===== src/rtl/mp_adder.sv =====
// rtl/mp_adder.sv - multi-precision limb-serial adder/subtractor with shift-right-by-one
//
// Ports:
//   clk       rising-edge clock
//   resetn    asynchronous reset, active HIGH (legacy name)
//   start     1-cycle pulse, latches in_a, in_b, subtract when idle
//   subtract  0: a+b, 1: a-b (two's complement, modulo 2^(OP_W+1))
//   shift     1-cycle pulse, result >>= 1 when idle and start is low
//   in_a      operand A (unsigned, OP_W bits)
//   in_b      operand B (unsigned, OP_W bits)
//   result    registered OP_W+1 bit result
//   done      level, high while result is valid and the block is idle
//
// Build option: MP_ADDER_SINGLE_CYCLE_EN computes the full-width sum in one
// RUN cycle instead of one CHUNK_W limb per cycle.
module mp_adder #(
    parameter int OP_W    = 514,
    parameter int CHUNK_W = 128
) (
    input  logic            clk,
    input  logic            resetn,
    input  logic            start,
    input  logic            subtract,
    input  logic            shift,
    input  logic [OP_W-1:0] in_a,
    input  logic [OP_W-1:0] in_b,
    output logic [OP_W:0]   result,
    output logic            done
);

    typedef enum logic {IDLE, RUN} state_t;

    state_t state;
    state_t state_next;

    logic            load;
    logic            do_shift;
    logic            last;
    logic [OP_W-1:0] a_reg;
    logic [OP_W-1:0] b_reg;
    logic            sub_r;

`ifdef MP_ADDER_SINGLE_CYCLE_EN
    logic [OP_W:0] full_sum;

    // Subtraction as A + ~B + 1 on zero-extended operands; the carry out of
    // bit OP_W falls off the top of the OP_W+1 bit sum.
    always_comb begin
        full_sum = {1'b0, a_reg} + ({1'b0, b_reg} ^ {(OP_W+1){sub_r}}) + (OP_W+1)'(sub_r);
    end
`else
    localparam int NUM_CHUNKS = (OP_W + CHUNK_W) / CHUNK_W;
    localparam int PAD_W      = NUM_CHUNKS * CHUNK_W;
    localparam int IDX_W      = (NUM_CHUNKS > 1) ? $clog2(NUM_CHUNKS) : 1;
    localparam logic [IDX_W-1:0] LAST_IDX = IDX_W'(NUM_CHUNKS - 1);

    logic [IDX_W-1:0]   idx;
    logic               carry;
    logic [PAD_W-1:0]   a_pad;
    logic [PAD_W-1:0]   b_pad;
    logic [CHUNK_W-1:0] a_limb;
    logic [CHUNK_W-1:0] b_limb;
    logic [CHUNK_W:0]   limb_sum;
    logic [OP_W:0]      res_next;

    // The inversion also covers the padding above bit OP_W; those bits only
    // feed carries upward, so they never disturb the kept OP_W+1 bits.
    always_comb begin
        a_pad    = PAD_W'(a_reg);
        b_pad    = PAD_W'(b_reg) ^ {PAD_W{sub_r}};
        a_limb   = a_pad[int'(idx)*CHUNK_W +: CHUNK_W];
        b_limb   = b_pad[int'(idx)*CHUNK_W +: CHUNK_W];
        limb_sum = {1'b0, a_limb} + {1'b0, b_limb} + {{CHUNK_W{1'b0}}, carry};
        res_next = result;
        for (int k = 0; k <= OP_W; k++) begin
            if (k / CHUNK_W == int'(idx)) begin
                res_next[k] = limb_sum[k % CHUNK_W];
            end
        end
    end
`endif

    always_comb begin
        state_next = state;
        load       = 1'b0;
        do_shift   = 1'b0;
        last       = 1'b0;
        case (state)
            IDLE: begin
                // start has priority; a coincident shift is dropped
                if (start) begin
                    load       = 1'b1;
                    state_next = RUN;
                end else if (shift) begin
                    do_shift = 1'b1;
                end
            end
            RUN: begin
`ifdef MP_ADDER_SINGLE_CYCLE_EN
                last = 1'b1;
`else
                last = (idx == LAST_IDX);
`endif
                if (last) begin
                    state_next = IDLE;
                end
            end
            default: state_next = IDLE;
        endcase
    end

    always_ff @(posedge clk or posedge resetn) begin
        if (resetn) begin
            state <= IDLE;
        end else begin
            state <= state_next;
        end
    end

    always_ff @(posedge clk or posedge resetn) begin
        if (resetn) begin
            result <= '0;
            done   <= 1'b0;
            a_reg  <= '0;
            b_reg  <= '0;
            sub_r  <= 1'b0;
`ifndef MP_ADDER_SINGLE_CYCLE_EN
            carry  <= 1'b0;
            idx    <= '0;
`endif
        end else if (load) begin
            a_reg  <= in_a;
            b_reg  <= in_b;
            sub_r  <= subtract;
            done   <= 1'b0;
`ifndef MP_ADDER_SINGLE_CYCLE_EN
            carry  <= subtract;
            idx    <= '0;
`endif
        end else if (do_shift) begin
            result <= {1'b0, result[OP_W:1]};
        end else if (state == RUN) begin
`ifdef MP_ADDER_SINGLE_CYCLE_EN
            result <= full_sum;
`else
            result <= res_next;
            carry  <= limb_sum[CHUNK_W];
            idx    <= idx + IDX_W'(1);
`endif
            if (last) begin
                done <= 1'b1;
            end
        end
    end

endmodule


===== config.mk =====
export PLATFORM = sky130hd
export DESIGN_NAME = mp_adder
export DESIGN_NICKNAME = d
export VERILOG_FILES = /design/src/rtl/mp_adder.sv
export SDC_FILE = /design/constraint.sdc
export NUM_CORES = 2
export LEC_CHECK = 0
export ABC_CLOCK_PERIOD_IN_PS = 69000
export BUFFER_PORTS_ARGS = -buffer_cell sky130_fd_sc_hd__buf_2
export CAP_MARGIN = 30
export CORE_AREA = 2 2 599 601
export CTS_CLUSTER_DIAMETER = 120
export CTS_CLUSTER_SIZE = 20
export DETAILED_ROUTE_END_ITERATION = 8
export DIE_AREA = 0 0 601 603
export PLACE_DENSITY = 0.36
export SLEW_MARGIN = 0
export SYNTH_ARGS = -nofsm -noshare
export SYNTH_HDL_FRONTEND = slang
export SYNTH_SLANG_ARGS = --single-unit

===== constraint.sdc =====
create_clock -name clk -period 69 [get_ports clk]
set_input_delay 0 -clock clk [delete_from_list [all_inputs] [get_ports clk]]
set_output_delay 0 -clock clk [all_outputs]
set_load 0.05 [all_outputs]

==> flow_summary_export.csv <==
group,metric,value,unit
sta,fin_crit_period,8260,ps
min_path,timing.hold.worst.start,"in_b[441]",
finish,syn_to_final_growth,47.3,%
die,start_util,22.1,%
finish,largest_register_ff_count,515,
sta,report.final.slew_viol_count,0,
sta,post-route-period-util,12.0,%
critical_path,worstReg2RegEnd,"result[505]$_DFFE_PP0P_",
sta,hold_slack,54.1,ps
cts,largest_buffer_count_on_any_clock_path,4,
cts,total_cts_buffers,103,
placed_design,io_buffers,1548,
sta,fin_setup_tns,0,ps
critical_path,setup.worst_path.end_class,"flip-flop",
cts,postCtsHoldBufs,2045,
global_routing,grt_first_pass_wirelength,595,mm
min_path,hold_class,"primary input to flip-flop",
placed_design,dp_hpwl,338,mm
routing,wl_per_cell,28.4,um
sta,clock.fmax,121,MHz
finish,multi_input_comb_area,0.0376,mm^2
placed_design,dp_cells,12806,
cts,root_buffer,"sky130_fd_sc_hd__clkbuf_16",
synth,yosysWarningCount,0,
placed_design,gp_congestion,0.880,
die,die_w,601,um
synth,synth.lib_cells_used.distinct,84,
finish,final.fill_count,36792,
routing,detail_route.first_pass.iterations,6,
cts,post_cts_resized,0,
synth,postSynthNetCount,8059,
cts,clock_tree.htree_level_count,3,
routing,postRouteWirelength,429,mm
synth,number_of_synthesized_flops_with_an_enable_pin,0,
synth,synthesis.area_per_instance,11.4,um^2
global_routing,vias_in_the_first_global_route,73498,
synth,synth-seq-area-share,49.5,%
min_path,hold-path-endpoint,"b_reg[441]$_DFFE_PP0P_",
routing,route.vias.total,70781,
global_routing,grt_start_max_net_pins,194,
critical_path,worst_r2r_path_depth,19,
placed_design,dpl_cell_area,0.0916,mm^2
critical_path,critical_path.startpoint_type,"flip-flop",
critical_path,reg2reg_slack,60740,ps
run,max-cap-violations,0,
synth,netlist_instances,6892,
global_routing,antenna_found_initial,177,
global_routing,global_route.overflow_total,0,
finish,post_route_cells_drive_above_1_share,31.0,%
cts,tritoncts,"built",
routing,drt-initial-drc-count,4858,
routing,drtAntennaViolNets,0,
synth,ys_seq_elements,1550,
die,boundaryPins,1549,
sta,hold_viol_final,0,
die,placeableCoreArea,0.355,mm^2
finish,finish.net_count,11384,
synth,synth-main-ff-cell,"sky130_fd_sc_hd__dfrtp_1",
routing,drt_drc_violations_left,0,
die,num_rows,219,
cts,cts.clk_slew.worst_paths,90,ps
critical_path,critical_path_class,"flip-flop to flip-flop",
cts,clock_insertion_delay_worst_skew,880,ps
sta,worst_slew_margin_rel,20.2,%
global_routing,globalRouteTotalUtil,23.0,%
sta,timing.clock.skew,72.8,ps
critical_path,startpoint_of_the_lowest_slack_register_to_register_path,"idx[1]$_DFFE_PP0P_",
run_status,run_status,"complete, no violations",
routing,viasPerCell,4.69,
sta,setup_repair_after_global_routing_missed_its_margin,"false",
min_path,min_path_cells,3,
finish,layoutNonFillerInstCount,15102,
die,chipHeight,603,um
die,fp.dieArea,0.362,mm^2
synth,synthArstFlopShare,100,%
critical_path,timing.critical_path.fanout_max,43,
critical_path,cp.arrival,8970,ps
cts,post-cts-setup-buffer-count,0,
critical_path,worst-endpoint-required,69710,ps
cts,cts_num_sinks,1550,
finish,area.sequential,0.0388,mm^2
sta,transition_time_at_the_pin_with_the_least_slew_margin,1200,ps
finish,finish.instance_area,0.116,mm^2
synth,syn_area,0.0784,mm^2
sta,setup_viol,0,
==> metal layers <==
layer	vias up	GRT usage, %	routed length [um]
li1	31656	-	-
met3	553	3.27	19200
met2	2129	37.6	200000
met4	52	8.67	18500
met1	36391	30.8	191000
met5	-	0	276
==> synth_stat cells (61+ instances only) <==
library cell	count	area [um^2]
sky130_fd_sc_hd__dfrtp_1	1550	38800
sky130_fd_sc_hd__o21a_1	115	863
sky130_fd_sc_hd__mux2_2	1034	11600
sky130_fd_sc_hd__nand2_1	622	2330
sky130_fd_sc_hd__xnor2_1	197	1730
sky130_fd_sc_hd__mux4_2	254	5720
sky130_fd_sc_hd__nand4_1	72	450
sky130_fd_sc_hd__o21ai_0	525	2630
sky130_fd_sc_hd__a21o_1	66	495
sky130_fd_sc_hd__a31oi_1	135	845
sky130_fd_sc_hd__ha_1	132	1650
sky130_fd_sc_hd__and2_1	136	851
sky130_fd_sc_hd__a21oi_1	509	2550
sky130_fd_sc_hd__nor2_1	447	1680
sky130_fd_sc_hd__buf_1	61	229
sky130_fd_sc_hd__a22oi_1	82	616
sky130_fd_sc_hd__clkbuf_1	428	1610
==> logic make-up after synthesis <==
family          after synthesis  synth area share (%)
compound gates             1676                  12.7
mux                        1298                  22.3
flops                      1550                  49.5
xor+xnor                    242                  2.70
buf+inv                     563                  2.74
fa+ha+maj                   134                  2.16
simple gates               1429                  7.93
==> stage by stage <==
stage	utilization (%)	worst slack, ps
2_1_floorplan	-	25270
4_1_cts	32.4	60440
3_5_place_dp	25.8	60460
6_report	32.5	60740
5_1_grt	32.5	60100
3_3_place_gp	25.6	60490
==> worst max-delay path by stage <==
stage | depth (start not counted) | start | end | slack (ps)
global placement | 19 | idx[1]$_DFFE_PP0P_ | result[505]$_DFFE_PP0P_ | 60490
finish | 19 | idx[1]$_DFFE_PP0P_ | result[505]$_DFFE_PP0P_ | 60740
floorplan | 1 | resetn | a_reg[0]$_DFFE_PP0P_ | 25270
CTS | 19 | idx[1]$_DFFE_PP0P_ | result[505]$_DFFE_PP0P_ | 60440
global route | 19 | idx[1]$_DFFE_PP0P_ | result[505]$_DFFE_PP0P_ | 60100
detailed placement | 19 | idx[1]$_DFFE_PP0P_ | result[505]$_DFFE_PP0P_ | 60460
==> final cells by class <==
cell class                 instances  area share, %
antenna                          103          0.223
clock buffer                     109           2.27
clock inverter                    27          0.331
inverter                          44          0.152
multi-input combinational       4779           32.5
sequential                      1550           33.6
tap                             4751           5.15
timing repair buffer            3739           25.7
==> critical path, cell delays in order (launching register included) <==
cell and delay (ps):
sky130_fd_sc_hd__dfrtp_4 830, sky130_fd_sc_hd__buf_4 820, sky130_fd_sc_hd__buf_4 750, sky130_fd_sc_hd__buf_4 630
sky130_fd_sc_hd__mux4_2 420, sky130_fd_sc_hd__xnor2_1 150, sky130_fd_sc_hd__o21ai_0 440, sky130_fd_sc_hd__ha_1 360
sky130_fd_sc_hd__nand2_1 150, sky130_fd_sc_hd__nor4_1 370, sky130_fd_sc_hd__nand2_1 90, sky130_fd_sc_hd__o21ai_1 320
sky130_fd_sc_hd__o211ai_1 220, sky130_fd_sc_hd__a2111oi_2 780, sky130_fd_sc_hd__buf_4 260, sky130_fd_sc_hd__o211ai_1 300
sky130_fd_sc_hd__nand2_1 290, sky130_fd_sc_hd__a311oi_1 140, sky130_fd_sc_hd__xnor2_1 530, sky130_fd_sc_hd__a21oi_1 140
==> cell usage in the layout, fill, tap and decap left out, drive strengths merged, types with 46 or more instances in the layout <==
cell type,count
o21a,116
o21ai,542
diode,103
dlygate4sd3,2045
mux2,1034
inv,58
mux4,254
xnor2,197
dfrtp,1550
ha,132
a21o,67
nand4,72
a31oi,135
a21oi,510
a22oi,83
buf,1693
and2,137
nand2,622
nor2,448
clkbuf,110
o211ai,46
Power is not shown: default switching activity piles up to over one toggle a cycle in this logic, so the estimate is an artifact.
